===== src/rtl/mdu_hilo_pkg.sv =====
// Shared definitions for the multiply/divide unit and the CPU control unit:
// command codes, FSM encoding, datapath width and small arithmetic helpers.
package mdu_hilo_pkg;

    localparam int DATA_W = 32;
    localparam int CNT_W  = $clog2(DATA_W) + 1;

    localparam logic [2:0] MDU_NONE  = 3'd0;
    localparam logic [2:0] MDU_MULT  = 3'd1;
    localparam logic [2:0] MDU_MULTU = 3'd2;
    localparam logic [2:0] MDU_DIV   = 3'd3;
    localparam logic [2:0] MDU_DIVU  = 3'd4;
    localparam logic [2:0] MDU_MTHI  = 3'd5;
    localparam logic [2:0] MDU_MTLO  = 3'd6;

    typedef enum logic [1:0] {
        ST_IDLE = 2'd0,
        ST_RUN  = 2'd1,
        ST_DONE = 2'd2
    } mdu_state_e;

    function automatic logic is_iter(input logic [2:0] cmd);
        return (cmd == MDU_MULT) || (cmd == MDU_MULTU) ||
               (cmd == MDU_DIV)  || (cmd == MDU_DIVU);
    endfunction

    function automatic logic [DATA_W-1:0] neg_w(input logic [DATA_W-1:0] v);
        return ~v + {{(DATA_W-1){1'b0}}, 1'b1};
    endfunction

    // Signed commands work on magnitudes; the sign is restored after the last step.
    function automatic logic [DATA_W-1:0] magnitude(input logic [DATA_W-1:0] v,
                                                    input logic sgn);
        return (sgn && v[DATA_W-1]) ? neg_w(v) : v;
    endfunction

endpackage


===== src/rtl/mdu_hilo_if.sv =====
// CPU-side bus of the multiply/divide unit: command, operands, HI/LO and stall.
interface mdu_hilo_if;

    logic [2:0]                      mdu;
    logic [mdu_hilo_pkg::DATA_W-1:0] rdata1;
    logic [mdu_hilo_pkg::DATA_W-1:0] rdata2;
    logic [mdu_hilo_pkg::DATA_W-1:0] hi;
    logic [mdu_hilo_pkg::DATA_W-1:0] lo;
    logic                            stall;

    modport master (output mdu, rdata1, rdata2, input hi, lo, stall);
    modport slave  (input mdu, rdata1, rdata2, output hi, lo, stall);

endinterface


===== src/rtl/mdu_hilo_seq_core.sv =====
// One shift-add multiply or restoring divide step per enabled cycle, plus the
// sign fixup applied to the values the current step produces.
module mdu_seq_core
    import mdu_hilo_pkg::*;
(
    input  logic              clk,
    input  logic              rst,
    input  logic              step,
    input  logic              first,
    input  logic              is_div,
    input  logic [DATA_W-1:0] op_a,
    input  logic [DATA_W-1:0] op_b,
    input  logic              neg_q,
    input  logic              neg_r,
    output logic [DATA_W-1:0] res_hi,
    output logic [DATA_W-1:0] res_lo
);

    localparam int W2 = 2 * DATA_W;

    logic [W2-1:0]     acc_r, mcand_r;
    logic [DATA_W-1:0] shr_r, rem_r;

    logic [W2-1:0]     cur_acc_s, cur_mcand_s, acc_nx_s, mcand_nx_s, prod_s;
    logic [DATA_W-1:0] cur_shr_s, cur_rem_s, shr_nx_s, rem_nx_s, quo_s, rem_f_s;
    logic [DATA_W:0]   trial_s, dvs_s;
    logic              qbit_s;

    // Step datapath; on the first step the working registers are seeded from the operands.
    always_comb begin
        cur_acc_s   = first ? {W2{1'b0}} : acc_r;
        cur_mcand_s = first ? {{DATA_W{1'b0}}, op_a} : mcand_r;
        cur_shr_s   = first ? (is_div ? op_a : op_b) : shr_r;
        cur_rem_s   = first ? {DATA_W{1'b0}} : rem_r;

        acc_nx_s    = cur_shr_s[0] ? (cur_acc_s + cur_mcand_s) : cur_acc_s;
        mcand_nx_s  = {cur_mcand_s[W2-2:0], 1'b0};

        // Remainder stays below the divisor, so the 33-bit trial always fits back in 32 bits.
        trial_s  = {cur_rem_s, cur_shr_s[DATA_W-1]};
        dvs_s    = {1'b0, op_b};
        qbit_s   = (trial_s >= dvs_s);
        rem_nx_s = qbit_s ? DATA_W'(trial_s - dvs_s) : trial_s[DATA_W-1:0];

        if (is_div) begin
            shr_nx_s = {cur_shr_s[DATA_W-2:0], qbit_s};
        end else begin
            shr_nx_s = {1'b0, cur_shr_s[DATA_W-1:1]};
        end

        prod_s  = neg_q ? (~acc_nx_s + {{(W2-1){1'b0}}, 1'b1}) : acc_nx_s;
        quo_s   = neg_q ? neg_w(shr_nx_s) : shr_nx_s;
        rem_f_s = neg_r ? neg_w(rem_nx_s) : rem_nx_s;

        if (is_div) begin
            res_hi = rem_f_s;
            res_lo = quo_s;
        end else begin
            res_hi = prod_s[W2-1:DATA_W];
            res_lo = prod_s[DATA_W-1:0];
        end
    end

    // Working registers advance only while a step is enabled.
    always_ff @(posedge clk) begin
        if (rst) begin
            acc_r   <= {W2{1'b0}};
            mcand_r <= {W2{1'b0}};
            shr_r   <= {DATA_W{1'b0}};
            rem_r   <= {DATA_W{1'b0}};
        end else if (step) begin
            acc_r   <= acc_nx_s;
            mcand_r <= mcand_nx_s;
            shr_r   <= shr_nx_s;
            rem_r   <= rem_nx_s;
        end else begin
            acc_r   <= acc_r;
            mcand_r <= mcand_r;
            shr_r   <= shr_r;
            rem_r   <= rem_r;
        end
    end

endmodule


===== src/rtl/mdu_hilo.sv =====
// Multiply/divide unit owning HI/LO: command FSM, iteration counter, operand
// latch and the HI/LO registers around the iterative step core.
module mdu_hilo
    import mdu_hilo_pkg::*;
(
    input  logic       clk,
    input  logic       rst,
    mdu_hilo_if.slave  bus
);

    mdu_state_e        state_r;
    logic [CNT_W-1:0]  count_r;
    logic [2:0]        cmd_r;
    logic [DATA_W-1:0] op_a_r, op_b_r, hi_r, lo_r;
    logic              neg_q_r, neg_r_r;

    logic              start_s, run_s, first_s, last_s, is_div_s, sgn_op_s;
    logic [DATA_W-1:0] res_hi_s, res_lo_s;

    // Command decode and step control.
    always_comb begin
        start_s  = (state_r == ST_IDLE) && is_iter(bus.mdu);
        sgn_op_s = (bus.mdu == MDU_MULT) || (bus.mdu == MDU_DIV);
        run_s    = (state_r == ST_RUN);
        first_s  = (count_r == {CNT_W{1'b0}});
        last_s   = run_s && (count_r == CNT_W'(DATA_W - 1));
        is_div_s = (cmd_r == MDU_DIV) || (cmd_r == MDU_DIVU);
    end

    // Stall covers the decode cycle so the CPU holds the instruction until DONE.
    assign bus.stall = ~rst & (start_s | run_s);
    assign bus.hi    = hi_r;
    assign bus.lo    = lo_r;

    mdu_seq_core u_core (
        .clk    (clk),
        .rst    (rst),
        .step   (run_s),
        .first  (first_s),
        .is_div (is_div_s),
        .op_a   (op_a_r),
        .op_b   (op_b_r),
        .neg_q  (neg_q_r),
        .neg_r  (neg_r_r),
        .res_hi (res_hi_s),
        .res_lo (res_lo_s)
    );

    // Command FSM with operand latch and HI/LO writes.
    always_ff @(posedge clk) begin
        if (rst) begin
            state_r <= ST_IDLE;
            count_r <= {CNT_W{1'b0}};
            cmd_r   <= MDU_NONE;
            op_a_r  <= {DATA_W{1'b0}};
            op_b_r  <= {DATA_W{1'b0}};
            neg_q_r <= 1'b0;
            neg_r_r <= 1'b0;
            hi_r    <= {DATA_W{1'b0}};
            lo_r    <= {DATA_W{1'b0}};
        end else begin
            case (state_r)
                ST_IDLE: begin
                    if (start_s) begin
                        cmd_r   <= bus.mdu;
                        op_a_r  <= magnitude(bus.rdata1, sgn_op_s);
                        op_b_r  <= magnitude(bus.rdata2, sgn_op_s);
                        neg_q_r <= sgn_op_s & (bus.rdata1[DATA_W-1] ^ bus.rdata2[DATA_W-1]);
                        neg_r_r <= sgn_op_s & bus.rdata1[DATA_W-1];
                        count_r <= {CNT_W{1'b0}};
                        state_r <= ST_RUN;
                    end else if (bus.mdu == MDU_MTHI) begin
                        hi_r <= bus.rdata1;
                    end else if (bus.mdu == MDU_MTLO) begin
                        lo_r <= bus.rdata1;
                    end else begin
                        state_r <= ST_IDLE;
                    end
                end
                ST_RUN: begin
                    count_r <= count_r + {{(CNT_W-1){1'b0}}, 1'b1};
                    if (last_s) begin
                        hi_r    <= res_hi_s;
                        lo_r    <= res_lo_s;
                        state_r <= ST_DONE;
                    end else begin
                        state_r <= ST_RUN;
                    end
                end
                ST_DONE: begin
                    state_r <= ST_IDLE;
                end
                default: begin
                    state_r <= ST_IDLE;
                end
            endcase
        end
    end

endmodule


===== src/flat_wrapper.sv =====
// flat-port wrapper written by rule: the top's interface ports become plain ports
module mdu_hilo_flat import mdu_hilo_pkg::*;
  (clk, rst, bus_mdu, bus_rdata1, bus_rdata2, bus_hi, bus_lo, bus_stall);
  mdu_hilo_if bus_i ();
  input  logic clk;
  input  logic rst;
  input wire logic [$bits(bus_i.mdu)-1:0] bus_mdu;
  input wire logic [$bits(bus_i.rdata1)-1:0] bus_rdata1;
  input wire logic [$bits(bus_i.rdata2)-1:0] bus_rdata2;
  output wire logic [$bits(bus_i.hi)-1:0] bus_hi;
  output wire logic [$bits(bus_i.lo)-1:0] bus_lo;
  output wire logic [$bits(bus_i.stall)-1:0] bus_stall;
  assign bus_i.mdu = bus_mdu;
  assign bus_i.rdata1 = bus_rdata1;
  assign bus_i.rdata2 = bus_rdata2;
  assign bus_hi = bus_i.hi;
  assign bus_lo = bus_i.lo;
  assign bus_stall = bus_i.stall;
  mdu_hilo u_core (.clk(clk), .rst(rst), .bus(bus_i));
endmodule

===== config.mk =====
export PLATFORM = sky130hd
export DESIGN_NAME = mdu_hilo_flat
export DESIGN_NICKNAME = d
export VERILOG_FILES = /design/src/rtl/mdu_hilo_pkg.sv /design/src/rtl/mdu_hilo_if.sv /design/src/rtl/mdu_hilo_seq_core.sv /design/src/rtl/mdu_hilo.sv /design/src/flat_wrapper.sv
export SDC_FILE = /design/constraint.sdc
export NUM_CORES = 1
export LEC_CHECK = 0
export ABC_AREA = 1
export BUFFER_PORTS_ARGS = -buffer_cell sky130_fd_sc_hd__buf_2
export CAP_MARGIN = 20
export CELL_PAD_IN_SITES_DETAIL_PLACEMENT = 0
export CELL_PAD_IN_SITES_GLOBAL_PLACEMENT = 1
export CORE_MARGIN = 10
export CORE_UTILIZATION = 35
export DETAILED_ROUTE_END_ITERATION = 16
export GPL_ROUTABILITY_DRIVEN = 0
export PLACE_DENSITY_LB_ADDON = 0.1
export SKIP_LAST_GASP = 1
export SYNTH_ARGS = -nofsm -noshare
export SYNTH_HDL_FRONTEND = slang
export SYNTH_SLANG_ARGS = --single-unit

===== constraint.sdc =====
create_clock -name clk -period 5.4 [get_ports clk]
set_clock_uncertainty 0.1 [all_clocks]
set_input_delay 0.27 -clock clk [delete_from_list [all_inputs] [get_ports clk]]
set_output_delay 0.27 -clock clk [all_outputs]
set_load 0.02 [all_outputs]

---- Word-level counts from Yosys, hierarchy flattened ----
Index checks and enable logic that the tools add are counted.
word-level totals
  register bits ........................... 332
  input bits .............................. 69
  word-level logic and storage cells ...... 99
operators by class
  $add $sub $neg .......................... 8
  magnitude comparators ................... 1
  equal/unequal tests ..................... 18
  multiplexer cells ....................... 31
  bitwise gates (word level) .............. 11
  reductions and logical operators ........ 17
operators by type and width
  kind                                                                     count
  32-bit 2-to-1 mux                                                        18
  64-bit 2-to-1 mux                                                        4
  32-bit by 1-bit adder with 32-bit output, second input constant          4
  32-bit NOT                                                               4
  32-bit case mux with 2 select lines                                      2
  64-bit by 1-bit adder with 64-bit output, second input constant          1
  64-bit adder                                                             1
  64-bit NOT                                                               1
  33-bit by 32-bit greater-or-equal comparator with 1-bit output           1
  32-bit subtractor                                                        1
  3-bit equality test, second input constant                               4
  6-bit case mux with 2 select lines                                       1
  3-bit by 2-bit equality test with 1-bit output, second input constant    3
  2-bit 2-to-1 mux                                                         4
  6-bit by 1-bit adder with 6-bit output, second input constant            1
  6-bit by 5-bit equality test with 1-bit output, second input constant    1
  6-bit logical NOT                                                        1
  6-bit 2-to-1 mux                                                         1
  2-bit by 1-bit inequality test with 1-bit output, second input constant  3
  2-bit inequality test, second input constant                             3
  3-bit by 2-bit inequality test with 1-bit output, second input constant  2
  2-bit AND reduction                                                      3
  1-bit logical OR                                                         5
  5-bit AND reduction                                                      1
  other kinds (11)                                                         16

---- Depth between registers and ports, before layout ----
Gate-level depths: netlist of the first run.
  depth in word-level cells ............... 12
  mapped depth ............................ 40
  gate-level depth less buffers ........... 35

---- Hierarchy ----
A second synthesis of the first run with hierarchy kept.
second synthesis, totals
  cell total of the unflattened synthesis .. 5829
  area total of the unflattened synthesis .. 32069.5 sq um
by module, submodules not included
  module        times used  cells an instance  area each (sq um)  sequential area each (sq um)
  mdu_seq_core  1           4563               23692.7            3823.7
  mdu_hilo      1           1266               8376.8             2822.7

---- Worst setup path after synthesis of the first run ----
No wires, ideal clock.
  path kind ............................... register -> register
  start ................................... register u_core.count_r[0]
  end ..................................... register u_core.hi_r[14] (netlist: u_core.bus.hi[14])
  library setup time ...................... 66 ps
  arrival ................................. 4790 ps
  required time ........................... 5234 ps
  path slack .............................. 444 ps
  cell stages (with the launch flop) ...... 38
  buffers on the path ..................... 8
  clock period less this slack ............ 4956 ps
  cell sequence ........................... dfxtp_1 inv_1 ha_1 nand3_2 buf_12 buf_6 buf_2 buf_2 buf_1 clkbuf_1 buf_2 buf_1 nand2_1 inv_1 ha_1 nand2_1 nor2_1 inv_1 [... 2 more ...] nor2_1 inv_1 o21a_1 nand2_1 nand2_1 nand3_1 nand2_1 nor2_1 inv_1 nor2_1 nand2_1 o21ai_4 nand2_1 nand2_1 nand3_1 o21ai_1 nand2_1 a21oi_2
on the way
  word-level cells in the longest chain between the ends .. 10
ends and longest elaborated chain
  element                                   line                     source
  from (decl)                               mdu_hilo.sv:12           logic [CNT_W-1:0] count_r;
  from (signal assigned)                    mdu_hilo.sv:53           count_r <= {CNT_W{1'b0}};
  from (signal assigned)                    mdu_hilo.sv:70           count_r <= {CNT_W{1'b0}};
  from (signal assigned)                    mdu_hilo.sv:81           count_r <= count_r + {{(CNT_W-1){1'b0}}, 1'b1};
  6-bit logical NOT *                       mdu_hilo.sv:25           first_s = (count_r == {CNT_W{1'b0}});
  64-bit 2-to-1 mux *                       mdu_hilo_seq_core.sv:32  cur_mcand_s = first ? {{DATA_W{1'b0}}, op_a} : mcand_r;
  net u_core.u_core.cur_mcand_s[32]         mdu_hilo_seq_core.sv:24  logic [W2-1:0] cur_acc_s, cur_mcand_s, acc_nx_s, mcand_nx_s, prod_s;
  64-bit adder *                            mdu_hilo_seq_core.sv:36  acc_nx_s = cur_shr_s[0] ? (cur_acc_s + cur_mcand_s) : cur_acc_s;
  64-bit 2-to-1 mux *                       mdu_hilo_seq_core.sv:36
  64-bit NOT                                mdu_hilo_seq_core.sv:51  prod_s = neg_q ? (~acc_nx_s + {{(W2-1){1'b0}}, 1'b1}) : acc_nx_s;
  64-bit by 1-bit adder with 64-bit output  mdu_hilo_seq_core.sv:51
  64-bit 2-to-1 mux *                       mdu_hilo_seq_core.sv:51
  32-bit 2-to-1 mux *                       mdu_hilo_seq_core.sv:55  if (is_div) begin
  32-bit 2-to-1 mux *                       mdu_hilo.sv:82           if (last_s) begin
  32-bit case mux with 2 select lines *     mdu_hilo.sv:62           case (state_r)
  to (signal assigned)                      mdu_hilo.sv:59           hi_r <= {DATA_W{1'b0}};
  to (signal assigned)                      mdu_hilo.sv:73           hi_r <= bus.rdata1;
  to (signal assigned)                      mdu_hilo.sv:83           hi_r <= res_hi_s;
  to (decl)                                 mdu_hilo.sv:14           logic [DATA_W-1:0] op_a_r, op_b_r, hi_r, lo_r;
The timed path passes the listed nets; every way through them passes the cells marked *. The select of a mux whose other input is x is not followed.
A chain may end at the register's enable or synchronous reset.

---- Worst setup path in the final report of the first run ----
  start ................................... register u_core.count_r[1]
  end ..................................... register u_core.hi_r[26] (netlist: u_core.bus.hi[26])
Same word-level chain as after synthesis.

==> impl_metrics.tcl, run 1 <==
set metrics [dict create \
    drtPass1Iterations 5 \
    worst_slack_ns 0.1964 \
    tns_ns 0 \
    total_power_mw 11.29 \
    arrival_ns 5.66 \
    start_util_pct 35.31 \
    min_to "u_core.op_a_r[12]" \
    clk_pin_slew_ns 0.06 \
    vias_per_cell 5.232 \
    final.fill_count 9152 \
    yosys.area.top_type "dfxtp_1" \
    hpwl_mm 105.6 \
    grt_pass1_vias 31350 \
    core_sq_um 81980 \
    syn_inst 5005 \
    maxCapViolCount 0 \
    synthTopCellsByCount "nand2_1 (1258), inv_1 (804), nor2_1 (538)" \
    clock-root-buffer "clkbuf_16" \
    hold_class "input pin to register" \
    clock-sinks 332 \
    postRouteAntennaNets 0 \
    powerDensity_nw_per_um2 330.6 \
    grtUsageTotal_pct 27.30 \
    r2r-end "u_core.bus.hi[26]" \
    ff2ff_path_depth 29 \
    cts-htree-levels 2 \
    ys_seq_area_share_pct 22.96 \
    cp_max_fo 21 \
    status "complete, no violations" \
    cts_made_buffers 46 \
    yosysMostFrequentCell "nand2_1" \
    worst_setup_path_start_kind "register" \
    critical_path.endpoint_type "register" \
    cts_tree "yes" \
    dieWidth_microns 307.6 \
    dp_cells 6184 \
    rrSetupSlack_ns 0.20 \
    drive_gt1_share_pct 11.45 \
    die_y_microns 307.6 \
    rsz0062_at_grt "true" \
    synth_top_family_by_area "simple AND/OR/NAND/NOR gates" \
    grt_pass1_wl_mm 198.4 \
    ys_ff_latch 332 \
    io-pin-count 134 \
    yosys.area_share.simple_pct 34.32 \
    synth_nets 5175 \
    antenna_found_initial 10 \
    wl_mm 133.7 \
    synth-adder-area-share_pct 4.417 \
    cp_slowest_cell "ha_2" \
    post-route-drc-count 0 \
    synth_area_per_cell_sq_um 5.784 \
    drt_iter0_markers 2989 \
    instances_no_fill 6339 \
    synth_edf_count 0 \
    cp_num_buf_inv 5 \
    critPathMaxStageDelay_ns 0.40 \
    async_flop_share_pct 0 \
    numPortBuffers 133 \
    holdPathStages 4 \
    regArea_sq_um 6651 \
    dp_slack_ns 0.03178 \
    synth.area.top_cells "dfxtp_1 (23%), nand2_1 (16%), inv_1 (10%)" \
    peakVddDrop_mv 0.2999 \
    clk-insertion-delay-late_ns 0.64 \
    synth_top_area_share_pct 22.96 \
    crit-reg2reg-launch "u_core.count_r[1]" \
    synth_ff_type "dfxtp_1" \
    hp-start "bus_rdata1[12]" \
    avgRoutedWirePerCell_microns 21.09 \
    overflow 0 \
    cts.path.max_buffers 3 \
    cp_top_family "simple AND/OR/NAND/NOR gates" \
    dieArea_sq_um 94610 \
    grt_start_max_net_pins 204 \
    finalCritPeriodShare_pct 96.36 \
    multi_input_area_sq_um 18500 \
    synth_compound_area_share_pct 21.90 \
    yosys_warnings 0 \
    rows 105 \
    worst_pin_slew_ns 1.085 \
    path_class "register to register" \
    path_common_cell "nand2_1" \
    power.leakage_nw 17.57 \
    max_slew_margin_pct 27.69 \
    critical_path_required_ns 5.86 \
    num_vias 33170 \
    final_max_slew_viol_count 0 \
    syn_area_sq_um 28950 \
    areaGrowthSynthToFinish_pct 17.95 \
    period_needed_ns 5.204 \
    synth_xor_area_share_pct 2.511 \
    yosys-mux-area-fraction_pct 0 \
    synthDistinctLibCells 62 \
    nets 5400 \
    fmax_ghz 0.1922 \
    hold_viol 0 \
    setup_violations 0 \
]
[cell families (layout without fill, tap and decap cells)]
kind of cell / count (synthesis) / count (layout)
xor+xnor: 83 / 83
compound gates: 1128 / 1128
buf+inv: 1035 / 1297
simple gates: 2325 / 2325
other cells: 1 / 3
flops: 332 / 332
fa+ha+maj: 101 / 101
[per-stage QoR]
step	area, sq um	utilization (%)	hold slack [ns]
floorplan	28950	-	0.2585
global placement	31630	38.58	0.3616
detailed placement	31630	38.58	0.3702
CTS	33870	41.31	0.00002315
global route	34140	41.65	0.05413
finish	34150	41.65	0.02618
[tightest hold or removal path: stages]
cell     delay [ns]
buf_2          0.16
xor2_1         0.11
o21ai_0        0.14
inv_1          0.04
[sequential cells by signal (all words and copies together), names as in the netlist]
register and cells:
u_core.u_core.acc_r 64, u_core.u_core.mcand_r 63, u_core.bus.hi 32, u_core.bus.lo 32, u_core.op_a_r 32, u_core.op_b_r 32, u_core.u_core.rem_r 32, u_core.u_core.shr_r 32
u_core.count_r 6, u_core.cmd_r 3, u_core.state_r 2, u_core.neg_q_r 1, u_core.neg_r_r 1
[final cells by class]
class	count	area share, %
diodes	2	0.01466
repair buffers	393	8.692
inverters	819	9.044
flip-flops and latches	332	19.48
multi-input cells	3638	54.18
well taps	1070	3.921
clock buffers	66	3.884
clock inverters	19	0.7842
[power by group]
part | internal, mW | total [mW] | leakage, nW | switching, mW
Sequential | 2.73 | 2.95 | 2.74 | 0.222
Clock | 1.91 | 3.25 | 0.773 | 1.34
Combinational | 1.57 | 5.08 | 14.1 | 3.52
[timing repair]
item | 4_1_cts | 5_1_grt
buffers inserted | 0 | 2
setup endpoints to repair | 0 | 43
hold buffers | 64 | 0
resized for setup | 0 | 77
endpoints found under the hold margin | 67 | 0
[cell usage in the layout, fill, tap and decap left out, types with 10 or more instances in the layout]
cell / instances
nand2_1: 1246
inv_1: 801
nor2_1: 524
o21ai_0: 460
a21oi_1: 354
dfxtp_1: 330
nand3_1: 267
buf_4: 184
o211ai_1: 133
buf_2: 132
ha_1: 95
xor2_1: 64
dlygate4sd3_1: 64
nor3_1: 56
nand2_2: 55
clkbuf_16: 48
o21ai_1: 46
nand4_1: 40
nand3b_1: 27
nor2_2: 24
a31oi_1: 23
a21oi_2: 22
xnor2_1: 19
nand3_2: 16
nor4_1: 15
o221ai_1: 15
nor2_4: 13
a21o_1: 12
inv_2: 12
clkbuf_1: 10
clkbuf_8: 10
[how the worst max path moves through the flow]
stage / start / endpoint / slack [ns] / cells after the start
final: u_core.count_r[1] / u_core.bus.hi[26] / 0.20 / 29
after global routing: u_core.count_r[1] / u_core.bus.hi[26] / -0.06 / 34
after CTS: u_core.count_r[1] / u_core.bus.hi[29] / 0.01 / 29
after detailed placement: u_core.count_r[1] / u_core.bus.hi[29] / 0.03 / 29
after global placement: u_core.count_r[1] / u_core.bus.hi[29] / -0.01 / 29
after floorplan: u_core.count_r[0] / u_core.bus.hi[14] / 0.44 / 37
[per-layer routing]
| layer | share of wire [%] | vias to the layer above | global-route usage (%) |
|---|---|---|---|
| li1 | - | 16590 | - |
| met1 | 47 | 15390 | 37.98 |
| met2 | 44 | 1025 | 43.53 |
| met3 | 6.4 | 158 | 3.855 |
| met4 | 2.8 | 2 | 7.103 |
| met5 | 0.0090 | - | 0 |
(Power assumes the default switching activity.)
==> inputs of run 2 (changes only) <==
clock period = 4.35 ns   (was 5.4 ns; I/O delays follow)
==> impl_metrics.tcl, run 2 (synthesis gave the netlist of run 1 again) <==
set metrics [dict create \
    worst_pin_slew_ns 1.091 \
    drt_iter0_markers 3021 \
    die_y_microns 307.6 \
    switching_share_pct 43.58 \
    path_class "register to register" \
    num_vias 36470 \
    clk_pin_slew_ns 0.07 \
    hold_class "input pin to register" \
    clk-insertion-delay-late_ns 0.64 \
    drive_gt1_share_pct 33.36 \
    hold_viol 0 \
    grt_start_max_net_pins 203 \
    dp_cells 6861 \
    final_common_cell "nand2_1" \
    antenna_found_initial 4 \
    p_switching_mw 7.120 \
    start_util_pct 35.31 \
    finalCritPeriodShare_pct 108.4 \
    reg_top3 "u_core.u_core.acc_r: 64 flops, u_core.u_core.mcand_r: 63 flops" \
    max_slew_margin_pct 27.25 \
    path_common_cell "nor2_4" \
    critical_path.endpoint_type "register" \
    peakVddDrop_mv 0.2854 \
    clock-sinks 332 \
    cts.path.max_buffers 3 \
    p_seq_share_pct 22.5 \
    power.leakage_nw 21.98 \
    core_sq_um 81980 \
    final.fill_count 8356 \
    grt_pass1_wl_mm 204.2 \
    cts-htree-levels 2 \
    setup_violations 49 \
    largest_register_ffs 64 \
    instances_no_fill 7115 \
    postRouteAntennaNets 0 \
    pwr-share-clk_pct 24.3 \
    arrival_ns 5.17 \
    rsz0062_at_grt "true" \
    multi_input_area_sq_um 21930 \
    clock-root-buffer "clkbuf_16" \
    numPortBuffers 133 \
    overflow 0 \
    total_power_mw 16.34 \
    vias_per_cell 5.125 \
    regArea_sq_um 6653 \
    areaGrowthSynthToFinish_pct 51.09 \
    nets 6179 \
    grt_pass1_vias 33280 \
    cp_num_buf_inv 10 \
    post-route-drc-count 0 \
    final_area_sq_um 43740 \
    cts_tree "yes" \
    maxCapViolCount 0 \
    final_max_slew_viol_count 0 \
    pwr-share-comb_pct 53.3 \
    cp_max_fo 5 \
    dieArea_sq_um 94610 \
    fmax_ghz 0.2121 \
    cp_slowest_cell "dfxtp_2" \
    period_needed_ns 4.716 \
    critical_path_required_ns 4.80 \
    placedInstanceArea_sq_um 37170 \
    hpwl_mm 109.1 \
    avgRoutedWirePerCell_microns 19.93 \
    powerDensity_nw_per_um2 373.5 \
    worst_setup_path_start_kind "register" \
    cts_made_buffers 45 \
    internal_power_mw 9.217 \
    wl_mm 141.8 \
    final_cell_mix "nand2_1 (1063), buf_4 (899), inv_1 (745)" \
    status "finished, violations left" \
    drtPass1Iterations 6 \
    worst_slack_ns -0.3656 \
    grtUsageTotal_pct 27.94 \
    io-pin-count 134 \
    dieWidth_microns 307.6 \
    cp_top_family "simple AND/OR/NAND/NOR gates" \
    rows 105 \
    violations "negative setup slack" \
    largest_register "u_core.u_core.acc_r" \
    critPathMaxStageDelay_ns 0.32 \
]
## run 2: cell types whose count changed in the layout (fill, tap and decap cells not counted), sizes merged
cell,before,now
clkbuf,68,71
clkinvlp,3,1
inv,817,819
buf,327,1093
bufinv,4,3
dlygate4sd3,64,73
clkinv,14,13
## run 2: final timing paths
path / startpoint / endpoint / slack, ns / depth (start not counted)
setup / recovery: u_core.count_r[0] / u_core.bus.hi[9] / -0.37 / 35
hold / removal: bus_rdata2[1] / u_core.op_b_r[3] / 0.05 / 6
setup reg to reg: u_core.count_r[0] / u_core.bus.hi[9] / -0.37 / 35
hold reg to reg: u_core.u_core.shr_r[31] / u_core.u_core.shr_r[31] / 0.38 / 2
## run 2: through the flow
step / setup WS, ns / hold slack [ns] / setup TNS [ns] / util (%)
after floorplan: -0.006948 / 0.2060 / -0.01369 / -
after global placement: -0.8056 / 0.3340 / -26.38 / 45.34
after detailed placement: -0.8536 / 0.3324 / -27.56 / 45.34
after CTS: -0.3276 / 0.01274 / -10.63 / 49.12
after global routing: -0.5711 / 0.09885 / -22.34 / 53.35
final: -0.3656 / 0.04594 / -10.29 / 53.35
## run 2: power groups by stage
stage	logic, mW	clock network, mW	registers, mW
final	8.70	3.96	3.67
after global routing	9.43	4.13	3.69
after CTS	7.66	4.03	3.65
after detailed placement	7.34	0	3.71
after global placement	7.33	0	3.72
after floorplan	4.02	0	3.67
## run 2: repair_timing
item                       4_1_cts  5_1_grt
resized for setup              205      744
buffers inserted                19       68
hold buffers                    73        0
setup endpoints to repair       61       68
gates cloned                     1       11
pin swaps                       42      209
hold endpoints to repair        80        0
## run 2: worst reg2reg max path: cells and delay by family (launching register included)
family,cells,cell delay (ns)
and+or+nand+nor,19,1.92
DFF,1,0.32
adders and majority gates,2,0.42
AOI/OAI and AO/OA,4,0.59
buffers and inverters,10,1.29
## run 2: layer usage
| layer | vias to the layer above | GRT usage (%) | share of wire [%] | routed length (microns) |
|---|---|---|---|---|
| met4 | 0 | 11.72 | 4.8 | 6838 |
| met3 | 281 | 3.374 | 6.6 | 9339 |
| met1 | 16760 | 38.77 | 45 | 64380 |
| met5 | - | 0 | 0 | 0 |
| li1 | 18190 | - | - | - |
| met2 | 1231 | 43.10 | 43 | 61210 |
## run 2: cell type report
type                            instances  share of cell area [%]
Inverter                              819                   7.072
Multi-Input combinational cell       3638                   50.14
Clock buffer                           64                   2.989
Clock inverter                         17                  0.5149
Tap cell                             1070                   3.061
Sequential cell                       332                   15.21
Antenna cell                            2                 0.01144
Timing Repair Buffer                 1173                   21.00
